===== src/rtl/mem_port_arbiter_pkg.sv =====
// mem_port_arbiter_pkg: shared defaults, requester indices and arbiter state type
package mem_port_arbiter_pkg;
    localparam int DEF_ADDR_SIZE = 10;
    localparam int DEF_WORD_SIZE = 16;
    localparam int REQ_SPI = 0;
    localparam int REQ_RESULT = 1;
    localparam int REQ_READOUT = 2;
    typedef enum logic {ARB, LOCKED} arb_state_t;
endpackage


===== src/rtl/mem_port_arbiter_if.sv =====
// mem_port_arbiter_if: requester-side request/response bundle of the memory port arbiter
interface mem_port_arbiter_if
    import mem_port_arbiter_pkg::*;
#(
    parameter int NUM_REQ = 3,
    parameter int ADDR_SIZE = DEF_ADDR_SIZE,
    parameter int WORD_SIZE = DEF_WORD_SIZE
);
    logic [NUM_REQ-1:0] req_valid;
    logic [NUM_REQ-1:0] req_we;
    logic [NUM_REQ-1:0] req_lock;
    logic [NUM_REQ*ADDR_SIZE-1:0] req_addr;
    logic [NUM_REQ*WORD_SIZE-1:0] req_wdata;
    logic [NUM_REQ-1:0] req_ready;
    logic [NUM_REQ-1:0] rsp_valid;
    logic [WORD_SIZE-1:0] rsp_data;
    modport master (
        output req_valid, req_we, req_lock, req_addr, req_wdata,
        input req_ready, rsp_valid, rsp_data
    );
    modport slave (
        input req_valid, req_we, req_lock, req_addr, req_wdata,
        output req_ready, rsp_valid, rsp_data
    );
endinterface


===== src/rtl/mem_port_arbiter_rr_pick.sv =====
// mem_port_arbiter_rr_pick: round-robin one-hot selector starting at a pointer
module mem_port_arbiter_rr_pick #(
    parameter int NUM_REQ = 3,
    localparam int IW = NUM_REQ > 1 ? $clog2(NUM_REQ) : 1
) (
    input logic [NUM_REQ-1:0] req,
    input logic [IW-1:0] ptr,
    output logic [NUM_REQ-1:0] gnt,
    output logic [IW-1:0] idx,
    output logic any
);
    // First set request at or after ptr, wrapping modulo NUM_REQ
    always_comb begin
        gnt = '0;
        idx = '0;
        any = 1'b0;
        for (int k = 0; k < NUM_REQ; k++) begin
            if (!any && req[(int'(ptr) + k) % NUM_REQ]) begin
                any = 1'b1;
                idx = IW'((int'(ptr) + k) % NUM_REQ);
                gnt[(int'(ptr) + k) % NUM_REQ] = 1'b1;
            end
        end
    end
endmodule


===== src/rtl/mem_port_arbiter.sv =====
// mem_port_arbiter: round-robin, burst-locking arbiter for the single scratch memory port
module mem_port_arbiter
    import mem_port_arbiter_pkg::*;
#(
    parameter int ADDR_SIZE = DEF_ADDR_SIZE,
    parameter int WORD_SIZE = DEF_WORD_SIZE,
    parameter int NUM_REQ = 3,
    parameter int MEM_LATENCY = 1
) (
    input logic clk,
    input logic rst_n,
    mem_port_arbiter_if.slave bus,
    output logic mem_en,
    output logic mem_we,
    output logic [ADDR_SIZE-1:0] mem_addr,
    output logic [WORD_SIZE-1:0] mem_wdata,
    input logic [WORD_SIZE-1:0] mem_rdata,
    output logic busy
);
    localparam int IW = NUM_REQ > 1 ? $clog2(NUM_REQ) : 1;
    arb_state_t state;
    logic [IW-1:0] rr_ptr;
    logic [IW-1:0] owner;
    logic [IW-1:0] gidx;
    logic [IW-1:0] nxt;
    logic [NUM_REQ-1:0] elig;
    logic [NUM_REQ-1:0] gnt;
    logic any;
    logic [MEM_LATENCY:0] tag_v;
    logic [IW-1:0] tag_i [MEM_LATENCY+1];

    assign elig = state == LOCKED ? bus.req_valid & (NUM_REQ'(1) << owner) : bus.req_valid;
    assign nxt = int'(gidx) == NUM_REQ - 1 ? '0 : gidx + 1'b1;

    mem_port_arbiter_rr_pick #(.NUM_REQ(NUM_REQ)) u_pick (
        .req(elig),
        .ptr(rr_ptr),
        .gnt(gnt),
        .idx(gidx),
        .any(any)
    );

    assign bus.req_ready = rst_n ? gnt : '0;
    assign bus.rsp_valid = tag_v[MEM_LATENCY] ? NUM_REQ'(1) << tag_i[MEM_LATENCY] : '0;
    assign bus.rsp_data = mem_rdata;
    assign busy = state == LOCKED || |tag_v;

    // Arbitration state, lock ownership and the registered memory command
    always_ff @(posedge clk or negedge rst_n) begin
        if (!rst_n) begin
            state <= ARB;
            rr_ptr <= '0;
            owner <= '0;
            mem_en <= 1'b0;
            mem_we <= 1'b0;
            mem_addr <= '0;
            mem_wdata <= '0;
        end else begin
            mem_en <= any;
            mem_we <= any & bus.req_we[gidx];
            if (any) begin
                mem_addr <= bus.req_addr[gidx*ADDR_SIZE +: ADDR_SIZE];
                mem_wdata <= bus.req_wdata[gidx*WORD_SIZE +: WORD_SIZE];
                rr_ptr <= nxt;
                owner <= gidx;
                state <= bus.req_lock[gidx] ? LOCKED : ARB;
            end
        end
    end

    // Read tags travel alongside the memory pipeline so each return finds its requester
    always_ff @(posedge clk or negedge rst_n) begin
        if (!rst_n) begin
            tag_v <= '0;
            for (int k = 0; k <= MEM_LATENCY; k++) tag_i[k] <= '0;
        end else begin
            tag_v <= {tag_v[MEM_LATENCY-1:0], any & ~bus.req_we[gidx]};
            tag_i[0] <= gidx;
            for (int k = 1; k <= MEM_LATENCY; k++) tag_i[k] <= tag_i[k-1];
        end
    end
endmodule


===== src/flat_wrapper.sv =====
// flat-port wrapper written by rule: the top's interface ports become plain ports
module mem_port_arbiter_flat import mem_port_arbiter_pkg::*;
#(
    parameter int ADDR_SIZE = DEF_ADDR_SIZE,
    parameter int WORD_SIZE = DEF_WORD_SIZE,
    parameter int NUM_REQ = 3,
    parameter int MEM_LATENCY = 1
)
  (clk, rst_n, mem_en, mem_we, mem_addr, mem_wdata, mem_rdata, busy, bus_req_valid, bus_req_we, bus_req_lock, bus_req_addr, bus_req_wdata, bus_req_ready, bus_rsp_valid, bus_rsp_data);
  mem_port_arbiter_if #(.NUM_REQ(NUM_REQ), .ADDR_SIZE(ADDR_SIZE), .WORD_SIZE(WORD_SIZE)) bus_i ();
  input logic clk;
  input logic rst_n;
  output logic mem_en;
  output logic mem_we;
  output logic [ADDR_SIZE-1:0] mem_addr;
  output logic [WORD_SIZE-1:0] mem_wdata;
  input logic [WORD_SIZE-1:0] mem_rdata;
  output logic busy;
  input wire logic [$bits(bus_i.req_valid)-1:0] bus_req_valid;
  input wire logic [$bits(bus_i.req_we)-1:0] bus_req_we;
  input wire logic [$bits(bus_i.req_lock)-1:0] bus_req_lock;
  input wire logic [$bits(bus_i.req_addr)-1:0] bus_req_addr;
  input wire logic [$bits(bus_i.req_wdata)-1:0] bus_req_wdata;
  output wire logic [$bits(bus_i.req_ready)-1:0] bus_req_ready;
  output wire logic [$bits(bus_i.rsp_valid)-1:0] bus_rsp_valid;
  output wire logic [$bits(bus_i.rsp_data)-1:0] bus_rsp_data;
  assign bus_i.req_valid = bus_req_valid;
  assign bus_i.req_we = bus_req_we;
  assign bus_i.req_lock = bus_req_lock;
  assign bus_i.req_addr = bus_req_addr;
  assign bus_i.req_wdata = bus_req_wdata;
  assign bus_req_ready = bus_i.req_ready;
  assign bus_rsp_valid = bus_i.rsp_valid;
  assign bus_rsp_data = bus_i.rsp_data;
  mem_port_arbiter #(.ADDR_SIZE(ADDR_SIZE), .WORD_SIZE(WORD_SIZE), .NUM_REQ(NUM_REQ), .MEM_LATENCY(MEM_LATENCY)) u_core (.clk(clk), .rst_n(rst_n), .bus(bus_i), .mem_en(mem_en), .mem_we(mem_we), .mem_addr(mem_addr), .mem_wdata(mem_wdata), .mem_rdata(mem_rdata), .busy(busy));
endmodule

===== config.mk =====
export PLATFORM = sky130hd
export DESIGN_NAME = mem_port_arbiter_flat
export DESIGN_NICKNAME = d
export VERILOG_FILES = /design/src/rtl/mem_port_arbiter_pkg.sv /design/src/rtl/mem_port_arbiter_if.sv /design/src/rtl/mem_port_arbiter_rr_pick.sv /design/src/rtl/mem_port_arbiter.sv /design/src/flat_wrapper.sv
export SDC_FILE = /design/constraint.sdc
export NUM_CORES = 1
export LEC_CHECK = 0
export ABC_AREA = 1
export CORE_MARGIN = 1
export CORE_UTILIZATION = 35
export DETAILED_ROUTE_END_ITERATION = 8
export PLACE_DENSITY = 0.77
export SLEW_MARGIN = 20
export SYNTH_ARGS = -nofsm -noshare
export SYNTH_HDL_FRONTEND = slang
export SYNTH_SLANG_ARGS = --single-unit

===== constraint.sdc =====
create_clock -name clk -period 2.05 [get_ports clk]
set_clock_uncertainty 0.2 [all_clocks]
set_input_delay 0.205 -clock clk [delete_from_list [all_inputs] [get_ports clk]]
set_output_delay 0.205 -clock clk [all_outputs]
set_load 0.05 [all_outputs]

== Word-level counts from Yosys, hierarchy flattened ==
Cells that the tools add are included.
Operators by class
  add/subtract/negate cells: 3
  multipliers: 1
  div/mod/pow operators: 3
  magnitude comparators: 7
  eq/ne operators: 1
  shift operators: 4
  muxes and demuxes: 33
  bitwise gates (word level): 6
  reduce and logical (&&, ||, !) cells: 9
Operator list (number)
  32-bit by 1-bit >= comparator with 1-bit output (second input constant): 3
  32-bit by 4-bit < comparator with 1-bit output (second input constant): 3
  32-bit by 3-bit remainder unit with 32-bit output (second input constant): 2
  48-bit by 7-bit indexed part select with 16-bit output: 1
  3-bit by 3-bit remainder unit with 32-bit output (second input constant): 1
  30-bit by 7-bit indexed part select with 10-bit output: 1
  3-bit two-way mux: 6
  1-bit two-way mux: 15
  1-bit binary-select mux with 2-bit select: 5
  2-bit two-way mux: 4
  1-bit demux with 2-bit select: 3
  3-bit OR: 2
  1-bit by 2-bit << shifter with 3-bit output (first input constant): 2
  1-bit logical AND: 5
  2-bit by 3-bit multiplier with 5-bit output (second input constant): 1
  2-bit by 1-bit adder with 3-bit output (second input constant): 1
  2-bit by 2-bit adder with 3-bit output (second input constant): 1
  3-bit AND: 1
  2-bit by 3-bit < comparator with 1-bit output (second input constant): 1
  2-bit by 1-bit adder with 2-bit output (second input constant): 1
  1-bit AND: 2
  2-bit == test (second input constant): 1
  1-bit zero test: 2
  2-bit OR reduction: 1
  2 further kinds: 2
Storage, ports and cells
  register bits after elaboration: 39
  input bits: 105
  output and inout port bits: 51

== Depth between registers and ports, before layout ==
Gate-level depths: netlist (run 1).
  word-level depth: 17
  gate-level depth with buffers: 16
  depth with buffers taken out: 15

== Hierarchy ==
From an unflattened synthesis (run 1), not the netlist that was laid out.
Second synthesis, totals
  cells, all modules: 394
  area, all modules: 2597.5 sq um
By module, submodules not included
  mem_port_arbiter: times used 1, cells each 333, area an instance 2277.2 sq um, seq. area each 975.9 sq um
  mem_port_arbiter_rr_pick: times used 1, cells each 61, area an instance 320.3 sq um, seq. area each 0.0 sq um

== Worst setup path after synthesis (run 1) ==
Ideal clock, no wire load.
  path kind: flip-flop to output port
  from: reg u_core.rr_ptr[0]
  to: out bus_req_ready[1]
  data arrival time: 2.288 ns
  required time: 1.645 ns
  setup slack: -0.643 ns
  cell stages (with the launch flop): 12
  buffers on the path: 1
  path through: dfrtp_1 inv_1 ha_1 inv_2 nand2_1 nand3_1 nand2_1 nand2_2 nand2_2 nand2_4 buf_2 a21oi_1
Between the ends
  cells in the longest elaborated chain, start to end: 12
  elaborated cells between the ends (all ways): 41
RTL lines
  start: declaration: line mem_port_arbiter.sv:22  | logic [IW-1:0] rr_ptr;
  start signal: assignment: line mem_port_arbiter.sv:64  | rr_ptr <= nxt;
  branches (longest 10 deep; another with 32-bit by 3-bit remainder unit with 32-bit output)
  3-bit two-way mux (*): line mem_port_arbiter_rr_pick.sv:18  | if (!any && req[(int'(ptr) + k) % NUM_REQ]) begin
  3-bit two-way mux (*): line mem_port_arbiter.sv:43  | assign bus.req_ready = rst_n ? gnt : '0;
  end: declaration: line flat_wrapper.sv:24  | output wire logic [$bits(bus_i.req_ready)-1:0] bus_req_ready;
Mark *: on every way between the ends. The select of a mux whose other input is x is not followed.

== Final worst setup path (run 1) ==
  from: reg u_core.rr_ptr[1]
  to: out bus_req_ready[1]
The elaborated chain is that of the path after synthesis.

==> flow_metrics.py, run 1 <==
metrics = {
    "die": {
        "io_pins": 156,
        "core-area_um2": 7408,
        "dieArea_um2": 8212,
        "fp.dieH_um": 90.62,
        "fp.dieW_um": 90.62,
        "initial_core_util": 0.3711,
        "num_rows": 31,
    },
    "logic_synthesis": {
        "ys_seq_area_frac": 0.3550,
        "synthesis.nets": 476,
        "post_synth.cell_area_avg_um2": 7.490,
        "synth_top_area_cell": "dfrtp_1",
        "synth_cell_types": 29,
        "ys_seq_elements": 39,
        "synth.top_cells.by_area": "dfrtp_1, nand3_1, nand2_1, inv_1, buf_4",
        "synth_area_um2": 2749,
        "yosysWarnings": 0,
        "synth_top_area_share": 0.3550,
        "syn_inst": 367,
    },
    "min_path": {
        "min_path_type": "reg2reg",
        "hold_depth": 0,
    },
    "place": {
        "gp_congestion": 0.8333,
        "placedInstanceArea_um2": 4332,
        "dp_hpwl_um": 6252,
        "port_buffers": 123,
    },
    "clock_tree": {
        "cts_sinks": 39,
        "clock-root-buffer": "clkbuf_8",
        "tritoncts": "built",
        "insertion_delay_ns": 0.29,
        "cts_buffers": 5,
        "clk_pin_slew_ns": 0.07,
        "cts_buffer_depth": 2,
        "htree_levels": 2,
    },
    "sta": {
        "period_share": 1.196,
        "hold_viol_final": 0,
        "final_max_slew_viol_count": 0,
        "setup_tns_ns": -12.63,
        "max_freq_mhz": 408.0,
        "hold_slack_ns": 0.1532,
        "slew_headroom": 0.6416,
        "finalSetupViolations": 37,
        "setup_ws_ns": -0.4009,
        "finalCriticalPeriod_ns": 2.451,
        "worst_slew_pin_slew_ns": 0.5360,
        "rsz0062_at_grt": "true",
    },
    "route": {
        "wl_um": 10040,
        "num_vias": 3170,
        "drtIter0Drc": 100,
        "ant_nets": 0,
        "drtPass1Iterations": 4,
        "drc_errors": 0,
        "wl_per_cell_um": 16.09,
        "via_per_inst": 5.080,
    },
    "cells_and_area": {
        "final_common_cell": "clkdlybuf4s50_1",
        "area.growth.synth_to_final_pct": 88.89,
        "final_util": 0.7009,
        "postLayoutCellArea_um2": 5192,
        "fillers": 552,
        "mostFrequentLayoutCells": "clkdlybuf4s50_1, nand2_1, nand3_1",
        "num_antenna_cells": 0,
        "drive_gt1_frac": 0.3448,
        "final_nets": 633,
    },
    "critical_path": {
        "path_common_cell": "nand2_4",
        "worstPathArrival_ns": 2.05,
        "worstPathCellList": "inv_2 > ha_4 > inv_4 > nand3_2 > nand3_2 > nand2_4 > nand2_4 > nand2_4 > nand2_4 > buf_12 > a21oi_4 > buf_12",
        "start_kind": "register",
        "crit_required_ns": 1.64,
        "crit_fanout": 7,
        "reg2reg_depth": 15,
        "worstSetupPathType": "reg2out",
        "slowest_delay_ns": 0.43,
        "cp_slowest_cell": "dfrtp_1",
        "end_kind": "primary output",
    },
    "global_route": {
        "antenna_found_initial": 0,
        "grt-ovfl-total": 0,
        "grt_pass1_vias": 2898,
        "grt_max_degree": 40,
        "grt_pass1_wl_um": 13350,
        "track_usage": 0.1990,
    },
    "run_status": {
        "violations": "setup timing",
        "status": "finished, violations left",
    },
    "job": {
        "drv_cap": 0,
    },
}
==> worst max-delay path: cells and delay by family (launching register included) <==
family | cells | cell delay [ns]
simple gates | 6 | 0.57
buf+inv | 4 | 0.43
flops | 1 | 0.43
fa+ha+maj | 1 | 0.18
compound gates | 1 | 0.14
==> cells in the mapped netlist (all sizes together) <==
| cell | n |
|---|---|
| buf | 31 |
| a21boi | 1 |
| nand4 | 4 |
| nand3 | 87 |
| nand3b | 1 |
| dfrtp | 39 |
| clkbuf | 3 |
| a21oi | 21 |
| nand2 | 91 |
| inv | 46 |
| ha | 4 |
| o21ai | 4 |
| nor3b | 1 |
| a22oi | 11 |
| o22ai | 1 |
| nor2 | 21 |
| nor3 | 1 |
==> per-layer routing <==
metal / part of all wire / up-vias / global-route usage / wire [um]
li1: - / 1498 / - / -
met1: 0.38 / 1498 / 0.2294 / 3856
met2: 0.52 / 151 / 0.3611 / 5253
met3: 0.076 / 23 / 0.05724 / 761
met4: 0.017 / 0 / 0.04435 / 167
met5: 0 / - / 0 / 0
==> sequential cells by signal (all words and copies together) (netlist names) <==
name / flops
u_core.state: 1
u_core.owner: 2
u_core.rr_ptr: 2
u_core.mem_addr: 10
u_core.tag_v: 2
u_core.mem_en: 1
u_core.tag_i: 4
u_core.mem_we: 1
u_core.mem_wdata: 16
==> stage by stage <==
step,instances,worst slack [ns]
floorplan,367,-0.1089
global placement,589,-0.1963
detailed placement,589,-0.2638
CTS,604,-0.4019
global route,624,-0.4848
finish,624,-0.4009
==> path summary, 6_finish.rpt <==
kind	start	end	slack [ns]
setup / recovery	u_core.rr_ptr[1]	bus_req_ready[1]	-0.40
hold / removal	u_core.tag_i[2]	u_core.tag_i[0]	0.15
setup reg to reg	u_core.rr_ptr[0]	u_core.mem_addr[0]	-0.39
hold reg to reg	u_core.tag_i[2]	u_core.tag_i[0]	0.15
max in group asynchronous	rst_n	u_core.rr_ptr[0]	0.95
min in group asynchronous	rst_n	u_core.mem_wdata[0]	0.32
==> kinds of logic (layout without fill, tap and decap cells) <==
group | count (synthesis) | count (layout) | synth area share
simple gates | 206 | 207 | 0.3787
buf+inv | 80 | 237 | 0.1484
flops | 39 | 39 | 0.3550
compound gates | 38 | 38 | 0.09968
fa+ha+maj | 4 | 4 | 0.01821
==> timing repair <==
| action | CTS | global route |
|---|---|---|
| buffers inserted | 6 | 14 |
| pin swaps | 11 | 35 |
| endpoints found under the setup margin | 37 | 39 |
| gates cloned | 0 | 8 |
| gates resized for setup | 16 | 83 |
| hold buffers | 1 | 0 |
| hold endpoints to repair | 39 | 0 |
==> area by class of cell <==
type / instances / area, um^2 / share of cell area
Sequential cell: 39 / 977.2 / 0.1882
Timing Repair Buffer: 183 / 2024 / 0.3899
Multi-Input combinational cell: 249 / 1769 / 0.3407
Tap cell: 99 / 123.9 / 0.02386
Clock buffer: 8 / 100.1 / 0.01928
Inverter: 46 / 197.7 / 0.03807
Power of run 1 is not shown: default switching activity piles up to over one toggle a cycle in this logic, so the estimate is an artifact.
==> run 2: changes to the inputs <==
--- a/config.mk
+++ b/config.mk
@@ -6,6 +6,7 @@
 export NUM_CORES = 1
 export LEC_CHECK = 0
 export ABC_AREA = 1
+export CAP_MARGIN = 0
 export CORE_MARGIN = 1
 export CORE_UTILIZATION = 35
 export DETAILED_ROUTE_END_ITERATION = 8
==> results of run 2 <==
The final DEF is identical to that of run 1; final timing and power are the same.
Power of run 2 is left out for the same reason.
==> run 3: changes to the inputs <==
--- a/config.mk
+++ b/config.mk
@@ -8,9 +8,9 @@
 export ABC_AREA = 1
 export CAP_MARGIN = 0
 export CORE_MARGIN = 1
-export CORE_UTILIZATION = 35
+export CORE_UTILIZATION = 39
 export DETAILED_ROUTE_END_ITERATION = 8
-export PLACE_DENSITY = 0.77
+export PLACE_DENSITY = 0.82
 export SLEW_MARGIN = 20
 export SYNTH_ARGS = -nofsm -noshare
 export SYNTH_HDL_FRONTEND = slang
==> constraint.sdc (replaced) <==
create_clock -name clk -period 2.5 [get_ports clk]
set_clock_uncertainty 0.2 [all_clocks]
set_input_delay 0.25 -clock clk [delete_from_list [all_inputs] [get_ports clk]]
set_output_delay 0.25 -clock clk [all_outputs]
set_load 0.05 [all_outputs]
==> flow_metrics.py, run 3 (synthesized netlist as in run 1, its figures left out) <==
metrics = {
    "global_route": {
        "track_usage": 0.2268,
        "grt_pass1_vias": 2889,
        "grt_max_degree": 40,
        "grt-ovfl-total": 0,
        "grt_pass1_wl_um": 13240,
        "antenna_found_initial": 0,
    },
    "critical_path": {
        "crit_required_ns": 2.05,
        "worstSetupPathType": "reg2out",
        "slowest_delay_ns": 0.44,
        "start_kind": "register",
        "end_kind": "primary output",
        "crit_fanout": 7,
        "cp_slowest_cell": "dfrtp_1",
        "worstPathArrival_ns": 2.12,
        "worstPathCellList": "inv_2 > ha_4 > inv_6 > nand2_4 > nand3_4 > nand2_4 > nand2_4 > nand2_4 > nand2_4 > a21oi_4 > buf_12",
        "path_common_cell": "nand2_4",
    },
    "clock_tree": {
        "clk_pin_slew_ns": 0.09,
        "htree_levels": 2,
        "clock-root-buffer": "clkbuf_8",
        "tritoncts": "built",
        "cts_sinks": 39,
        "cts_buffers": 5,
        "insertion_delay_ns": 0.29,
        "cts_buffer_depth": 2,
    },
    "cells_and_area": {
        "top_register": "u_core.mem_wdata",
        "drive_gt1_frac": 0.2394,
        "reg.largest.list": "u_core.mem_wdata: 16 flops, u_core.mem_addr: 10 flops, u_core.tag_i: 4 flops",
        "num_antenna_cells": 0,
        "largest_reg_flops": 16,
        "final_common_cell": "clkdlybuf4s50_1",
        "final_util": 0.6674,
        "final_nets": 601,
        "mostFrequentLayoutCells": "clkdlybuf4s50_1, nand2_1, nand3_1",
        "area.growth.synth_to_final_pct": 64.95,
        "postLayoutCellArea_um2": 4534,
    },
    "run_status": {
        "status": "finished, violations left",
        "violations": "setup timing",
    },
    "sta": {
        "final_max_slew_viol_count": 0,
        "setup_ws_ns": -0.06596,
        "period_share": 1.026,
        "hold_slack_ns": 0.1545,
        "rsz0062_at_grt": "true",
        "hold_viol_final": 0,
        "finalSetupViolations": 3,
        "max_freq_mhz": 389.7,
        "slew_headroom": 0.6459,
        "worst_slew_pin_slew_ns": 0.5294,
        "finalCriticalPeriod_ns": 2.566,
    },
    "die": {
        "initial_core_util": 0.4046,
        "fp.dieH_um": 85.96,
        "num_rows": 30,
        "core-area_um2": 6794,
        "dieArea_um2": 7388,
        "fp.dieW_um": 85.96,
        "io_pins": 156,
    },
    "place": {
        "port_buffers": 123,
        "placedInstanceArea_um2": 4008,
        "dp_slack_ns": -0.01456,
        "dp_hpwl_um": 5929,
        "gp_congestion": 0.9411,
    },
    "route": {
        "num_vias": 3111,
        "wl_um": 9394,
        "ant_nets": 0,
        "drtPass1Iterations": 8,
        "drc_errors": 0,
        "drtIter0Drc": 240,
        "via_per_inst": 5.282,
        "wl_per_cell_um": 15.95,
    },
    "job": {
        "drv_cap": 0,
    },
    "min_path": {
        "min_path_type": "reg2reg",
    },
}
## run 3: cell count changes in the layout (fill, tap and decap cells not counted), sizes merged
cell | before | now
buf | 60 | 32
clkbuf | 14 | 5
clkdlybuf4s50 | 115 | 119
bufinv | 0 | 2
clkinv | 1 | 0
clkinvlp | 0 | 1
dlymetal6s2s | 1 | 0
inv | 45 | 46
nand2 | 92 | 91
## run 3: repair_timing
action	4_1_cts	5_1_grt
setup buffers	6	11
gates resized for setup	16	51
pin swaps	5	15
hold buffers	1	0
endpoints found under the setup margin	15	23
endpoints found under the hold margin	39	0
## run 3: worst max-delay path: cells and delay by family (launching register included)
family          cells  cell delay (ns)
compound gates      1             0.21
fa+ha+maj           1             0.33
buf+inv             3             0.32
flops               1             0.44
simple gates        6             0.52
## run 3: routing by layer
layer / wire, um / track usage / up-vias
met5: 0 / 0 / -
li1: - / - / 1430
met1: 3436 / 0.2685 / 1453
met3: 831 / 0.04716 / 32
met2: 4800 / 0.4062 / 196
met4: 325 / 0.07727 / 0
## run 3: cell type report
| cell class | instances | area, um^2 |
|---|---|---|
| fill | 544 | 2260 |
| multi-input combinational | 248 | 1570 |
| timing repair buffer | 152 | 1545 |
| sequential | 39 | 979.7 |
| inverter | 46 | 182.7 |
| tap | 96 | 120.1 |
| clock buffer | 5 | 68.82 |
| clock inverter | 3 | 67.56 |
## run 3: final timing paths
check                            startpoint  slack [ns]                  to  depth (start not counted)
max in group asynchronous             rst_n        1.35    u_core.rr_ptr[1]                          3
min reg2reg                 u_core.tag_i[3]        0.15     u_core.tag_i[1]                          0
max                        u_core.rr_ptr[0]       -0.07    bus_req_ready[1]                         11
min                         u_core.tag_i[3]        0.15     u_core.tag_i[1]                          0
max reg2reg                u_core.rr_ptr[1]           0        u_core.state                         14
min in group asynchronous             rst_n        0.37  u_core.mem_addr[5]                          3
## run 3: per-stage QoR
step | std cells | TNS (ns)
after global routing | 589 | -0.6173
after detailed placement | 563 | -0.05038
after CTS | 578 | 0
after floorplan | 367 | 0
final | 589 | -0.1025
after global placement | 563 | 0
Power of run 3 is left out for the same reason.
